--- config.mk ---
export PLATFORM = sky130hd
export DESIGN_NAME = next_pc_unit
export DESIGN_NICKNAME = d
export VERILOG_FILES = /design/src/rtl/next_pc_unit.sv
export SDC_FILE = /design/constraint.sdc
export NUM_CORES = 1
export LEC_CHECK = 0
export BUFFER_PORTS_ARGS = -buffer_cell sky130_fd_sc_hd__buf_4
export CELL_PAD_IN_SITES_DETAIL_PLACEMENT = 0
export CELL_PAD_IN_SITES_GLOBAL_PLACEMENT = 1
export CORE_AREA = 5 5 125 127
export DETAILED_ROUTE_END_ITERATION = 7
export DIE_AREA = 0 0 130 132
export PLACE_DENSITY = 0.9
export SYNTH_ARGS = -nofsm -noshare
export SYNTH_HDL_FRONTEND = slang
export SYNTH_SLANG_ARGS = --single-unit
--- constraint.sdc ---
create_clock -name clk -period 4.9 [get_ports clk]
set_input_delay 0 -clock clk [delete_from_list [all_inputs] [get_ports clk]]
set_output_delay 0 -clock clk [all_outputs]
set_load 0.02 [all_outputs]
--- src/rtl/next_pc_unit.sv ---
// PC register and next-PC select with stall hold, one-deep pending-redirect latch,
// JALR bit-0 clearing, misaligned-target trap and illegal-select flag. Optional: NPC_RVC_EN.
module next_pc_unit #(
    parameter int unsigned     XLEN         = 32,
    parameter int unsigned     NUM_SRC      = 4,
    parameter int unsigned     SEL_W        = 2,
    parameter int unsigned     JALR_IDX     = 2,
    parameter logic [XLEN-1:0] RESET_VECTOR = XLEN'(32'h0000_0000),
    parameter logic [XLEN-1:0] TRAP_VECTOR  = XLEN'(32'h0000_0100)
) (
    input  logic                        clk,
    input  logic                        reset,
    input  logic                        stall_i,
    input  logic                        redirect_valid_i,
    input  logic [SEL_W-1:0]            sel_i,
    input  logic [(NUM_SRC-1)*XLEN-1:0] tgt_flat_i,
`ifdef NPC_RVC_EN
    input  logic                        is_rvc_i,
`endif
    output logic [XLEN-1:0]             pc_o,
    output logic [XLEN-1:0]             pc_plus4_o,
    output logic                        pc_valid_o,
    output logic                        pend_o,
    output logic                        misalign_o,
    output logic [XLEN-1:0]             bad_addr_o,
    output logic                        sel_err_o
);

    localparam int unsigned      NUM_SLOTS = 2 ** SEL_W;
    localparam logic [SEL_W-1:0] JALR_SEL  = SEL_W'(JALR_IDX);

    typedef enum logic [1:0] {BOOT, RUN, PEND} state_t;

    state_t          state_reg, state_next;
    logic [XLEN-1:0] pc_reg, pc_next;
    logic [XLEN-1:0] pending_reg, pending_next;
    logic [XLEN-1:0] bad_addr_reg, bad_addr_next;
    logic            misalign_reg, misalign_next;
    logic            sel_err_reg, sel_err_next;

    logic [XLEN-1:0] tgt_arr [NUM_SLOTS];
    logic [XLEN-1:0] eff_tgt;
    logic [XLEN-1:0] seq_inc;
    logic [XLEN-1:0] load_val;
    logic            load_en;
    logic            sel_too_big;
    logic            sel_in_range;

    // Unused slots (index 0 and any select value past NUM_SRC-1) read as zero.
    generate
        for (genvar gi = 0; gi < NUM_SLOTS; gi++) begin : g_tgt
            if (gi >= 1 && gi < NUM_SRC) begin : g_used
                assign tgt_arr[gi] = tgt_flat_i[gi*XLEN-1 -: XLEN];
            end else begin : g_unused
                assign tgt_arr[gi] = '0;
            end
        end
    endgenerate

    always_comb begin
        eff_tgt = tgt_arr[sel_i];
        if (sel_i == JALR_SEL) begin
            eff_tgt[0] = 1'b0;
        end
    end

    assign sel_too_big  = (32'(sel_i) >= NUM_SRC);
    assign sel_in_range = (sel_i != '0) && !sel_too_big;

`ifdef NPC_RVC_EN
    assign seq_inc = is_rvc_i ? XLEN'(2) : XLEN'(4);
`else
    assign seq_inc = XLEN'(4);
`endif
    assign pc_plus4_o = pc_reg + seq_inc;

    function automatic logic is_misaligned(input logic [XLEN-1:0] t);
`ifdef NPC_RVC_EN
        return t[0];
`else
        return |t[1:0];
`endif
    endfunction

    always_comb begin
        state_next    = state_reg;
        pc_next       = pc_reg;
        pending_next  = pending_reg;
        bad_addr_next = bad_addr_reg;
        misalign_next = 1'b0;
        sel_err_next  = 1'b0;
        load_en       = 1'b0;
        load_val      = pending_reg;

        case (state_reg)
            BOOT: state_next = RUN;
            RUN: begin
                sel_err_next = redirect_valid_i && sel_too_big;
                if (!stall_i) begin
                    if (redirect_valid_i && sel_in_range) begin
                        load_en  = 1'b1;
                        load_val = eff_tgt;
                    end else begin
                        pc_next = pc_plus4_o;
                    end
                end else if (redirect_valid_i && sel_in_range) begin
                    pending_next = eff_tgt;
                    state_next   = PEND;
                end
            end
            // Oldest redirect wins: inputs are ignored until the latched one is taken.
            PEND: begin
                if (!stall_i) begin
                    load_en    = 1'b1;
                    load_val   = pending_reg;
                    state_next = RUN;
                end
            end
            default: state_next = BOOT;
        endcase

        if (load_en) begin
            if (is_misaligned(load_val)) begin
                pc_next       = TRAP_VECTOR;
                bad_addr_next = load_val;
                misalign_next = 1'b1;
            end else begin
                pc_next = load_val;
            end
        end
    end

    always_ff @(posedge clk) begin
        if (reset) begin
            state_reg    <= BOOT;
            pc_reg       <= RESET_VECTOR;
            pending_reg  <= '0;
            bad_addr_reg <= '0;
            misalign_reg <= 1'b0;
            sel_err_reg  <= 1'b0;
        end else begin
            state_reg    <= state_next;
            pc_reg       <= pc_next;
            pending_reg  <= pending_next;
            bad_addr_reg <= bad_addr_next;
            misalign_reg <= misalign_next;
            sel_err_reg  <= sel_err_next;
        end
    end

    assign pc_o       = pc_reg;
    assign pc_valid_o = (state_reg != BOOT);
    assign pend_o     = (state_reg == PEND);
    assign misalign_o = misalign_reg;
    assign bad_addr_o = bad_addr_reg;
    assign sel_err_o  = sel_err_reg;

endmodule

# [Yosys cells after proc, flatten, opt, wreduce, memory -nomap -nowiden]
# Cells that the tools add are included.
[classes] n_addsub=1 n_lt_le_gt_ge=1 eq_ne=8 mux=21 n_bitwise=2 reduce_logical=11
[op_table] op="32-bit two-way mux" n=10
[op_table] op="32-bit binary-select mux with 2-bit select" n=1
[op_table] op="32-bit by 3-bit adder with 32-bit output (second input constant)" n=1
[op_table] op="2-bit != test (second input constant)" n=4
[op_table] op="2-bit two-way mux" n=3
[op_table] op="2-bit case mux with 3 select lines" n=1
[op_table] op="3-bit AND reduction" n=2
[op_table] op="2-bit nonzero test" n=3
[op_table] op="1-bit two-way mux" n=5
[op_table] op="2-bit equality test (second input constant)" n=2
[op_table] op="2-bit AND reduction" n=2
[op_table] op="2-bit OR reduction" n=2
[op_table] op="3-bit >= comparator (second input constant)" n=1
[op_table] op="2-bit inverter with 3-bit output" n=1
[op_table] op="2-bit by 1-bit equality test with 1-bit output (second input constant)" n=1
[op_table] op="2-bit zero test" n=1
[op_table] op="2-bit by 1-bit != test with 1-bit output (second input constant)" n=1
[op_table] op="1-bit case mux with 2 select lines" n=1
[op_table] op="1-bit logical AND" n=1
[op_table] op="1-bit inverter" n=1
[word_totals] ff_bits=99 in_bits=102

# [Longest topological paths before layout]
[depth] word_depth=11 depth_mapped=9 ltp_nobuf=7

# [Least setup slack after synthesis]
# Ideal clock, no wire load.
[synth_timing] path_kind="register to register" start="register pc_reg[2], in the netlist pc_o[2]" end="register pc_reg[22], in the netlist pc_o[22]" setup_time_ns=0.122 arrival_time_ns=1.975 required_time_ns=4.778 path_slack_ns=2.804 stages_incl_launch_ff=7 period_less_slack_ns=2.096 cell_sequence="dfxtp_1 > ha_1 > nand3_1 > nor2_1 > nand3_1 > a21o_1 > a221o_1"
[synth_between] elab_chain_len=5
[synth_rtl] item="start: declaration" line="35" source="logic [XLEN-1:0] pc_reg, pc_next;"
[synth_rtl] item="start signal: assignment" line="143" source="pc_reg <= pc_next;"
[synth_rtl] item="32-bit by 3-bit adder with 32-bit output" line="75" source="assign pc_plus4_o = pc_reg + seq_inc;"
[synth_rtl] item="32-bit two-way mux" line="100" source="if (redirect_valid_i && sel_in_range) begin"
[synth_rtl] item="32-bit two-way mux" line="99" source="if (!stall_i) begin"
[synth_rtl] item="32-bit two-way mux" line="95" source="case (state_reg)"
[synth_rtl] item="32-bit two-way mux" line="122" source="if (load_en) begin"
# No other way between the ends. The select of a mux whose other input is x is not followed.
# A chain may end at the register's enable or synchronous reset.

# [Worst setup path in the final report]
[layout_timing] start="register state_reg[1]" end="register bad_addr_reg[20], in the netlist bad_addr_o[20]"
[layout_between] elab_chain_len=4 word_cells_on_any_way=6 classes_between="eq/ne (2); mux (2); reduce/logical (2)"
[layout_rtl] item="start: declaration" line="34" source="state_t state_reg, state_next;"
[layout_rtl] item="start signal: assignment" line="142" source="state_reg <= state_next;"
[layout_rtl] item="2-bit by 1-bit equality test with 1-bit output"
[layout_rtl] item="32-bit two-way mux"
[layout_rtl] item="2-bit OR reduction" line="81" source="return |t[1:0];"
[layout_rtl] item="2-bit AND reduction (no source line)"
[layout_rtl] item="end signal: assignment" line="145" source="bad_addr_reg <= bad_addr_next;"
[layout_rtl] item="end: declaration" line="37" source="logic [XLEN-1:0] bad_addr_reg, bad_addr_next;"
# Several ways; a longest one is shown, not always the timed one.

==> reports/qor.txt <==
Outcome = finished clean
Top Ports = 202
Placed cell areas = 7030 um^2
Internal power contribution = 1.46 mW
Number of flops mapped to enable cells by yosys = 0
Net count of the finished layout = 865
Post-detailed-route via-to-cell ratio = 5.85
Remaining DRCs = 0
Total via count in the routed design = 5,537
Sequential cell area = 1980 um^2
GPL Wtd Cong = 0.882
Sequential fraction of the synthesis area = 36.1%
Number of cells produced by synthesis = 596
Post-route clock period utilization = 68.0%
Overall overflow remaining after global route = 0
Number of buffers inserted to repair setup after CTS = 0
Final standard cell utilization of the core = 51.2%
Buffer type at the clock tree root = sky130_fd_sc_hd__clkbuf_16
WP data required = 5180 ps
Post-route ant nets = 0
Final-layout setup total negative slack = 0 ps
Number of slew-limit violations in the final report = 0
Sw Share = 29.3%
Leading cell type in the layout, fill and taps excluded = sky130_fd_sc_hd__buf_4
Synthesis-to-layout area growth = 33.5%
Type of the worst min-delay path = primary input to register
Pre-antenna DRT Iters = 5
Power share of the clock group = 34.5%
Avg Inst Size Synth = 9.20 um^2
Die extent in y = 132 um
CTS tree = yes
Final standard cell area without fillers = 7320 um^2
Xor/xnor share of the synthesized area = 4.79%
Worst Skew = 7.01 ps
Number of maximum-capacitance violations = 0
Minimum clock period = 3330 ps
Clock-pin slew on the worst setup and hold paths = 70 ps
Worst Hold Slack = 48.2 ps
Arrival time at the worst endpoint = 3610 ps
Maximum number of buffers from clock root to sink = 2
CP endpoint kind = register
Number of global-route vias before repair = 5,510
Count of warnings emitted by yosys = 0
Number of antenna violations at the first check in global routing = 0
Peak supply drop = 0.140 mV
Die Span X = 130 um
Mapped Area = 5490 um^2
Routed length per placed instance = 20.1 um
Die area = 17,200 um^2
Slew at the pin closest to its max-slew limit = 1230 ps
Main combinational cell family by area after synthesis = compound AO/OA/AOI/OAI gates
Max-Slew Margin vs Limit = 18.0%
Power share of the sequential group = 42.8%
Total power divided by cell area = 282 nW/um^2
Area occupied by multi-input gates = 3220 um^2
Flops & latches, synth = 99
Hold buffers post-CTS = 0
Final Hold Fails = 0
Maximum number of pins on one net before global-route repair = 38
Primary FF master, synth = sky130_fd_sc_hd__dfxtp_1
Share of final-layout standard cells stronger than drive strength 1 = 34.4%
Area fraction in and, or, nand and nor cells after synthesis = 13.3%
Synthesized-area fraction occupied by ao, oa, aoi and oai cells = 33.3%
Antenna diodes = 0
Count of H-tree levels built during CTS = 3
Post_cts resized = 0
Total wire length = 19.0 mm
Source of the worst register-to-register timing path = state_reg[1]$_SDFFE_PP0P_
Maximum clock rate = 300 MHz
Crit. Startpoint = state_reg[1]$_SDFFE_PP0P_
Number of sinks driven by the clock tree = 99
Insertion delay to the later sink of the worst-skew pair = 340 ps
Quantity of I/O buffers inserted on ports = 199
Initial drt markers = 439
First-pass GRT wire length = 29.4 mm
Startpoint class of the critical path = register
Number of buffers created by CTS = 9
Maximum fanout count along the critical path = 33
Standby leakage power = 3.18 nW
Row Count = 44
Number of fillers in the final layout = 1,334
Finish-stage setup viols = 0
Post-synthesis cell type count = 56
Mux share of post-synthesis cell area = 6.20%
Synthesized net count = 702
Post-synthesis adder-cell area fraction = 0.912%
Type of the setup path with the least slack = register to register
Commonest cells after routing, fill and taps aside = sky130_fd_sc_hd__buf_4, sky130_fd_sc_hd__dfxtp_1, sky130_fd_sc_hd__nor2_1
Share of total power in combinational logic = 22.7%
Start point of the worst min-delay path = reset
DP Wirelength = 14.1 mm
Setup repair after global routing missed its margin = false
Async set-reset flop share out of synthesis = 0%
GRT Overall Usage = 21.1%
Core ar. = 14,300 um^2
Psw = 0.606 mW
Starting utilization of the core area = 38.3%
[cell usage after synthesis, types with 7 or more instances]
master / instances / area [um^2]
sky130_fd_sc_hd__a21oi_1: 32 / 160
sky130_fd_sc_hd__a22o_1: 31 / 272
sky130_fd_sc_hd__a2bb2oi_1: 29 / 254
sky130_fd_sc_hd__and2_1: 7 / 43.8
sky130_fd_sc_hd__and3_1: 14 / 87.6
sky130_fd_sc_hd__buf_2: 16 / 80.1
sky130_fd_sc_hd__clkbuf_1: 32 / 120
sky130_fd_sc_hd__dfxtp_1: 99 / 1980
sky130_fd_sc_hd__inv_1: 14 / 52.6
sky130_fd_sc_hd__mux2i_1: 34 / 340
sky130_fd_sc_hd__nand2_1: 18 / 67.6
sky130_fd_sc_hd__nand3_1: 18 / 90.1
sky130_fd_sc_hd__nand4_1: 13 / 81.3
sky130_fd_sc_hd__nor2_1: 40 / 150
sky130_fd_sc_hd__nor3_1: 9 / 45.0
sky130_fd_sc_hd__o21ai_0: 15 / 75.1
sky130_fd_sc_hd__o221a_2: 31 / 349
sky130_fd_sc_hd__o22a_1: 29 / 254
sky130_fd_sc_hd__xnor2_1: 22 / 193
sky130_fd_sc_hd__xor2_1: 8 / 70.1
[critical path: stages (launching register included)]
cell                       delay (ps)
sky130_fd_sc_hd__dfxtp_1          320
sky130_fd_sc_hd__inv_1            100
sky130_fd_sc_hd__ha_1             440
sky130_fd_sc_hd__nand3b_2         110
sky130_fd_sc_hd__buf_4            250
sky130_fd_sc_hd__or2_1            330
sky130_fd_sc_hd__o31ai_4          240
sky130_fd_sc_hd__buf_4            300
sky130_fd_sc_hd__o21a_1           880
sky130_fd_sc_hd__a22o_1           280
[cell families (layout without fill, tap and decap cells)]
kind of cell | Yosys count | count (layout)
xor+xnor | 30 | 30
simple gates | 140 | 140
buf+inv | 68 | 234
flops | 99 | 99
fa+ha+maj | 4 | 4
compound gates | 220 | 220
other cells | 1 | 1
mux | 34 | 34
[worst paths after layout]
path,slack [ps],end,depth (start not counted)
setup / recovery,1570,bad_addr_o[20]$_SDFFE_PP0P_,9
hold reg to reg,490,bad_addr_o[29]$_SDFFE_PP0P_,1
setup reg to reg,1570,bad_addr_o[20]$_SDFFE_PP0P_,9
hold / removal,50,bad_addr_o[0]$_SDFFE_PP0P_,2
[area by class of cell]
cell class	count	area share [%]
Multi-Input combinational cell	429	44.0
Clock inverter	4	0.701
Timing Repair Buffer	206	21.1
Inverter	14	0.718
Clock buffer	10	3.26
Sequential cell	99	27.1
Tap cell	184	3.14
[per-stage QoR]
stage | cells | total power [mW] | worst slack, ps
6_report | 946 | 2.07 | 1570
5_1_grt | 946 | 2.14 | 1360
4_1_cts | 946 | 2.07 | 1620
3_5_place_dp | 932 | 1.36 | 1630
3_3_place_gp | 932 | 1.35 | 1710
2_1_floorplan | 596 | 1.17 | 2800
[power groups by stage]
stage	logic, mW	registers (mW)	clock network (mW)
after global placement	0.455	0.898	0
after detailed placement	0.465	0.899	0
after floorplan	0.264	0.910	0
after CTS	0.467	0.883	0.717
after global routing	0.504	0.889	0.746
final	0.468	0.884	0.713
[per-layer routing]
| layer | wire length [um] | vias to the layer above | GRT usage, % |
|---|---|---|---|
| met4 | 194 | 0 | 5.02 |
| met1 | 8430 | 2649 | 29.4 |
| li1 | - | 2624 | - |
| met2 | 8930 | 245 | 33.6 |
| met3 | 1480 | 19 | 3.89 |
| met5 | 0 | - | 0 |
(Power assumes the default switching activity.)
